File: src/rtl/conway_board_reader.sv
// Snapshots the game-of-life board and streams it out one cell per valid/ready
// transfer, row-major. Optional live-cell counter: define CONWAY_READER_POPCOUNT_EN.
module conway_board_reader #(
    parameter int ROWS = 8,
    parameter int COLS = 8,
    localparam int N  = ROWS * COLS,
    localparam int RW = ($clog2(ROWS) > 0) ? $clog2(ROWS) : 1,
    localparam int CW = ($clog2(COLS) > 0) ? $clog2(COLS) : 1,
    localparam int LW = $clog2(N + 1)
) (
    input  logic          clk,
    input  logic          rst,
    input  logic [N-1:0]  board_state,
    input  logic          snap,
    output logic          busy,
    output logic          out_valid,
    input  logic          out_ready,
    output logic          out_data,
    output logic [RW-1:0] out_row,
    output logic [CW-1:0] out_col,
    output logic          out_last,
    output logic          frame_done,
    output logic [LW-1:0] live_count
);

    localparam int IW = (N > 1) ? $clog2(N) : 1;

    typedef enum logic [1:0] {
        IDLE,
        SEND,
        DONE
    } state_t;

    state_t        state_q, state_d;
    logic [N-1:0]  shadow_q;
    logic [RW-1:0] row_q;
    logic [CW-1:0] col_q;
    logic [IW-1:0] idx;
    logic [N-1:0]  shifted;
    logic          cur_bit;
    logic          at_last;
    logic          capture;
    logic          xfer;

    assign at_last = (row_q == RW'(ROWS - 1)) && (col_q == CW'(COLS - 1));
    assign capture = (state_q == IDLE) && snap;
    assign xfer    = (state_q == SEND) && out_ready;

    // Shift rather than index so non-power-of-two boards need no range guard.
    always_comb begin
        idx     = IW'(row_q) * IW'(COLS) + IW'(col_q);
        shifted = shadow_q >> idx;
        cur_bit = shifted[0];
    end

    always_ff @(posedge clk or negedge rst) begin
        if (!rst) begin
            state_q <= IDLE;
        end else begin
            state_q <= state_d;
        end
    end

    always_comb begin
        state_d = state_q;
        unique case (state_q)
            IDLE:    if (snap) state_d = SEND;
            SEND:    if (out_ready && at_last) state_d = DONE;
            DONE:    state_d = IDLE;
            default: state_d = IDLE;
        endcase
    end

    always_ff @(posedge clk or negedge rst) begin
        if (!rst) begin
            shadow_q <= '0;
            row_q    <= '0;
            col_q    <= '0;
        end else if (capture) begin
            shadow_q <= board_state;
            row_q    <= '0;
            col_q    <= '0;
        end else if (xfer && !at_last) begin
            if (col_q == CW'(COLS - 1)) begin
                col_q <= '0;
                row_q <= row_q + 1'b1;
            end else begin
                col_q <= col_q + 1'b1;
            end
        end
    end

    always_comb begin
        busy       = (state_q != IDLE);
        out_valid  = (state_q == SEND);
        out_data   = (state_q == SEND) && cur_bit;
        out_row    = (state_q == SEND) ? row_q : '0;
        out_col    = (state_q == SEND) ? col_q : '0;
        out_last   = (state_q == SEND) && at_last;
        frame_done = (state_q == DONE);
    end

`ifdef CONWAY_READER_POPCOUNT_EN
    logic [LW-1:0] cnt_q;
    logic [LW-1:0] live_q;

    // The final cell's bit is folded in directly so live_q is ready in the DONE cycle.
    always_ff @(posedge clk or negedge rst) begin
        if (!rst) begin
            cnt_q  <= '0;
            live_q <= '0;
        end else if (capture) begin
            cnt_q <= '0;
        end else if (xfer) begin
            cnt_q <= cnt_q + LW'(cur_bit);
            if (at_last) begin
                live_q <= cnt_q + LW'(cur_bit);
            end
        end
    end

    assign live_count = live_q;
`else
    assign live_count = '0;
`endif

endmodule
File: config.mk
export PLATFORM = sky130hd
export DESIGN_NAME = conway_board_reader
export DESIGN_NICKNAME = d
export VERILOG_FILES = /design/src/rtl/conway_board_reader.sv
export SDC_FILE = /design/constraint.sdc
export NUM_CORES = 1
export LEC_CHECK = 0
export ABC_AREA = 1
export CAP_MARGIN = 10
export CORE_MARGIN = 3
export CORE_UTILIZATION = 38
export DETAILED_ROUTE_END_ITERATION = 10
export PLACE_DENSITY_LB_ADDON = 0.12
export SETUP_SLACK_MARGIN = 0.02
export SLEW_MARGIN = 10
export SYNTH_ARGS = -nofsm -noshare
export SYNTH_HDL_FRONTEND = slang
export SYNTH_SLANG_ARGS = --single-unit
File: constraint.sdc
create_clock -name clk -period 5 [get_ports clk]
set_clock_uncertainty 0.2 [all_clocks]
set_input_delay 1 -clock clk [delete_from_list [all_inputs] [get_ports clk]]
set_output_delay 1 -clock clk [all_outputs]
set_load 0.1 [all_outputs]
* After elaboration in Yosys (flattened, before gate mapping)
Index checks and enable logic that the tools add are counted.
** Cells by class
- Eq/ne operators :: 6
- $add $sub $neg :: 3
- Shift operators :: 1
- Reduce and logical (&&, ||, !) cells :: 14
- Multiplexer cells :: 11
** Operators by type and width (count)
- $shr A64 B6 Y1 :: 1
- $mux W3 :: 8
- $logic_and A1 B1 Y1 :: 7
- $add A3 B1 Y3 const B :: 2
- $add A6 B3 Y6 :: 1
- $eq A3 B3 Y1 const B :: 2
- $reduce_bool A2 Y1 :: 3
- $mux W2 :: 2
- $pmux W2 S2 :: 1
- $reduce_and A2 Y1 :: 2
- $eq A2 B1 Y1 const B :: 1
- $eq A2 B2 Y1 const B :: 1
- $logic_not A2 Y1 :: 1
- $ne A2 B1 Y1 const B :: 1
- $ne A2 B2 Y1 const B :: 1
- $logic_not A1 Y1 :: 1
** Word-level totals
- Bits in registers :: 72
- Logic and storage cells :: 39
- Output and inout bits :: 18
- Bits of input ports :: 68

* Depth between registers and ports, before layout
- Depth after elaboration :: 6
- Mapped depth :: 11
- Mapped depth without buffers :: 9

* Worst setup path after synthesis
No wires, ideal clock.
- Path type :: register to output
- Start point :: register row_q[0]
- End point :: output port out_last
- Buffers on the path :: 0
- Data required time :: 3.800 ns
- Data arrival time :: 2.035 ns
- Stages on the path, launching flop included :: 5
- Slack :: 1.765 ns
- Cell sequence :: dfrtp_1 > ha_1 > ha_1 > nand2_1 > nor2_1
** Between the ends
- Cells in the longest elaborated chain, start to end :: 3
** RTL lines
- start, declared :: RTL line 36 : logic [RW-1:0] row_q;
- start signal, assigned :: RTL line 86 : row_q <= row_q + 1'b1;
- $eq A3 B3 Y1 :: RTL line 45 : assign at_last = (row_q == RW'(ROWS - 1)) && (col_q == CW'(COLS - 1));
- $logic_and A1 B1 Y1 :: RTL line 45
- $logic_and A1 B1 Y1 :: RTL line 99 : out_last = (state_q == SEND) && at_last;
- end, declared :: RTL line 21 : output logic out_last,
Every way passes these cells.

* Worst setup path after layout
- Start point :: register col_q[1]
- End point :: output port out_col[1]
** Between the ends
- Cells in the longest elaborated chain, start to end :: 1
** RTL lines
- start, declared :: RTL line 37 : logic [CW-1:0] col_q;
- start signal, assigned :: RTL line 88 : col_q <= col_q + 1'b1;
- $mux W3 :: RTL line 98 : out_col = (state_q == SEND) ? col_q : '0;
- end, declared :: RTL line 20 : output logic [CW-1:0] out_col,
Every way passes these cells.

==> reports/metrics.cfg <==
[outcome]
status = completed

[die]
die_w_um = 103
ios = 86
core_area_um2 = 8890
placementRows = 34
dieArea_um2 = 10500
initial_utilization_pct = 39.9
die_y_um = 103

[worst_setup_path]
crit_path_start = col_q[1]$_DFFE_PN0P_
cp_top_family = buffers and inverters
crit_type = register to output pin
path_buf_inv = 2
slowest_stage = clkdlybuf4s50_1
reg2reg_from = col_q[0]$_DFFE_PN0P_
slowest_delay_ns = 1.15
r2r_slack_ns = 2.50
crit_path_end_kind = output pin
arrival_ns = 2.72
cp_cell_sequence = inv_2, nor2_1, clkdlybuf4s50_1
critPathMaxFanout = 18
start_kind = register
required_ns = 3.80

[job]
maxCapViolCount = 0

[global_route]
grt_pass1_wl_um = 13300
grt_max_degree = 74
grt_overflow = 0
grt_pass1_vias = 2918
grt_antenna_before_repair = 0
groute.usage.overall_pct = 16.2

[logic_synthesis]
syn_area_per_cell_um2 = 7.41
netlist_top_cells_area = dfrtp_1 (51%), nand2_1 (29%), nand3_1 (8.5%), buf_4 (2.1%), buf_6 (1.9%)
yosysSeqAreaShare_pct = 50.7
synth_edf_count = 0
synthCells = 479
ys_top_cells_by_count = nand2_1 (276), dfrtp_1 (72), nand3_1 (60), clkbuf_1 (12)
synth_ff_type = dfrtp_1
async_flop_share_pct = 100
yosys_warnings = 0
synthesis.area_um2 = 3550
synth-seq-cells = 72
synth_top_area_share_pct = 50.7
yosysMostFrequentCell = nand2_1
synth_area_leader_cell = dfrtp_1
synth.distinct_cells = 20

[layout]
post_layout_nonfiller_instances = 657
fin_nets = 616
post-route-cell-area_um2 = 4500
antenna_cells = 0
drive_above_1_share_pct = 5.28
syn_to_final_growth_pct = 26.7

[power_and_ir_drop]
leakage_nw = 2.28
ir_drop_mv = 0.452
p_total_mw = 2.77
power_density_nw_per_um2 = 615

[timing]
hold_viol_final = 0
slew_violations = 0
post-route-min-period_ns = 3.92
rsz0062_at_grt = no
fin_tns_setup_ns = 0
fmax_mhz = 255
setup_viol = 0
max-slew-margin-rel_pct = 34.4
fin_crit_sh_pct = 78.5
tightestPinTransition_ns = 0.981

[routing]
vias_per_cell = 4.73
finalWirelength_um = 8010
avgRoutedWirePerCell_um = 12.2
drt_iter0_drc = 126
route.antenna.remaining_nets = 0
vias = 3108
detail_route.first_pass.iterations = 4
detail_route.drc_violations = 0

[cts]
cts_buffer_depth = 2
cts-resized-gates = 0
numCtsBuffers = 9
cts-root-buf = clkbuf_8
clock_sinks = 72
clk_latency_ns = 0.34
cts_setup_buffers = 0
cts_tree = yes
ctsHtreeMaxLevel = 3
clk_pin_slew_ns = 0.07
postCtsHoldBufs = 0

[place]
port_buffers = 78
place_area_um2 = 4290
dp_hpwl_um = 5530
place_congestion = 0.857
place_inst = 641

[hold_path]
hp-class = register to register
hold_start = shadow_q[29]$_DFFE_PN0P_

-- power breakdown --
| group | total [mW] | switching (mW) | internal (mW) | leakage [nW] |
|---|---|---|---|---|
| Sequential | 1.06 | 0.210 | 0.845 | 0.897 |
| Combinational | 1.23 | 0.817 | 0.412 | 1.28 |
| Clock | 0.481 | 0.230 | 0.251 | 0.104 |
-- cell usage in the layout (no fill, tap or decap), drive strengths merged --
| cell | count |
|---|---|
| nand2 | 276 |
| clkdlybuf4s50 | 74 |
| dfrtp | 72 |
| nand3 | 60 |
| inv | 14 |
| nor2 | 10 |
| clkbuf | 10 |
| o21ai | 8 |
| conb | 7 |
| buf | 7 |
| ha | 4 |
| clkinv | 2 |
| a21oi | 1 |
| nand4 | 1 |
| nor3 | 1 |
| bufinv | 1 |
| clkinvlp | 1 |
-- worst min-delay path: cells and delay by family, from the launching register on --
kind	cells	cell delay [ns]
flops	1	0.35
simple gates	2	0.11
-- metrics by stage --
stage / utilization (%) / worst slack, ns / hold slack [ns]
4_1_cts: 50.6 / 1.04 / 0.288
3_3_place_gp: 48.3 / 1.43 / 0.264
2_1_floorplan: - / 1.76 / 0.249
5_1_grt: 50.6 / 0.893 / 0.311
3_5_place_dp: 48.3 / 1.43 / 0.266
6_report: 50.6 / 1.08 / 0.283
-- metal layers --
layer | vias to the layer above | GRT usage (%) | wire length (um)
met5 | - | 0 | 0
met4 | 0 | 4.84 | 71
met3 | 8 | 4.47 | 421
met2 | 65 | 26.9 | 3860
met1 | 1433 | 20.6 | 3660
li1 | 1602 | - | -
-- final cells by class --
type,instances,area (um2)
clock buffers,10,138
clock inverters,6,72.6
fillers,918,4390
inverters,12,50.0
multi-input cells,368,1510
flip-flops and latches,72,1800
well taps,108,135
repair buffers,81,791
-- cell families after synthesis --
logic type | synth area share [%]
simple gates | 39.0
flops | 50.7
buf+inv | 7.36
compound gates | 1.37
fa+ha+maj | 1.41
other cells | 0.106
-- state kept, by name (all words and copies together), names as in the netlist --
register and flops:
state_q 2, row_q 3, col_q 3, shadow_q 64
-- path summary, 6_finish.rpt --
kind	end	cells after the start
min	shadow_q[29]$_DFFE_PN0P_	2
max reg2reg	row_q[0]$_DFFE_PN0P_	8
min in group asynchronous	shadow_q[22]$_DFFE_PN0P_	1
max in group asynchronous	shadow_q[59]$_DFFE_PN0P_	2
min reg2reg	shadow_q[29]$_DFFE_PN0P_	2
max	out_col[1]	3
Note: power is estimated with default switching activity, not from simulation.
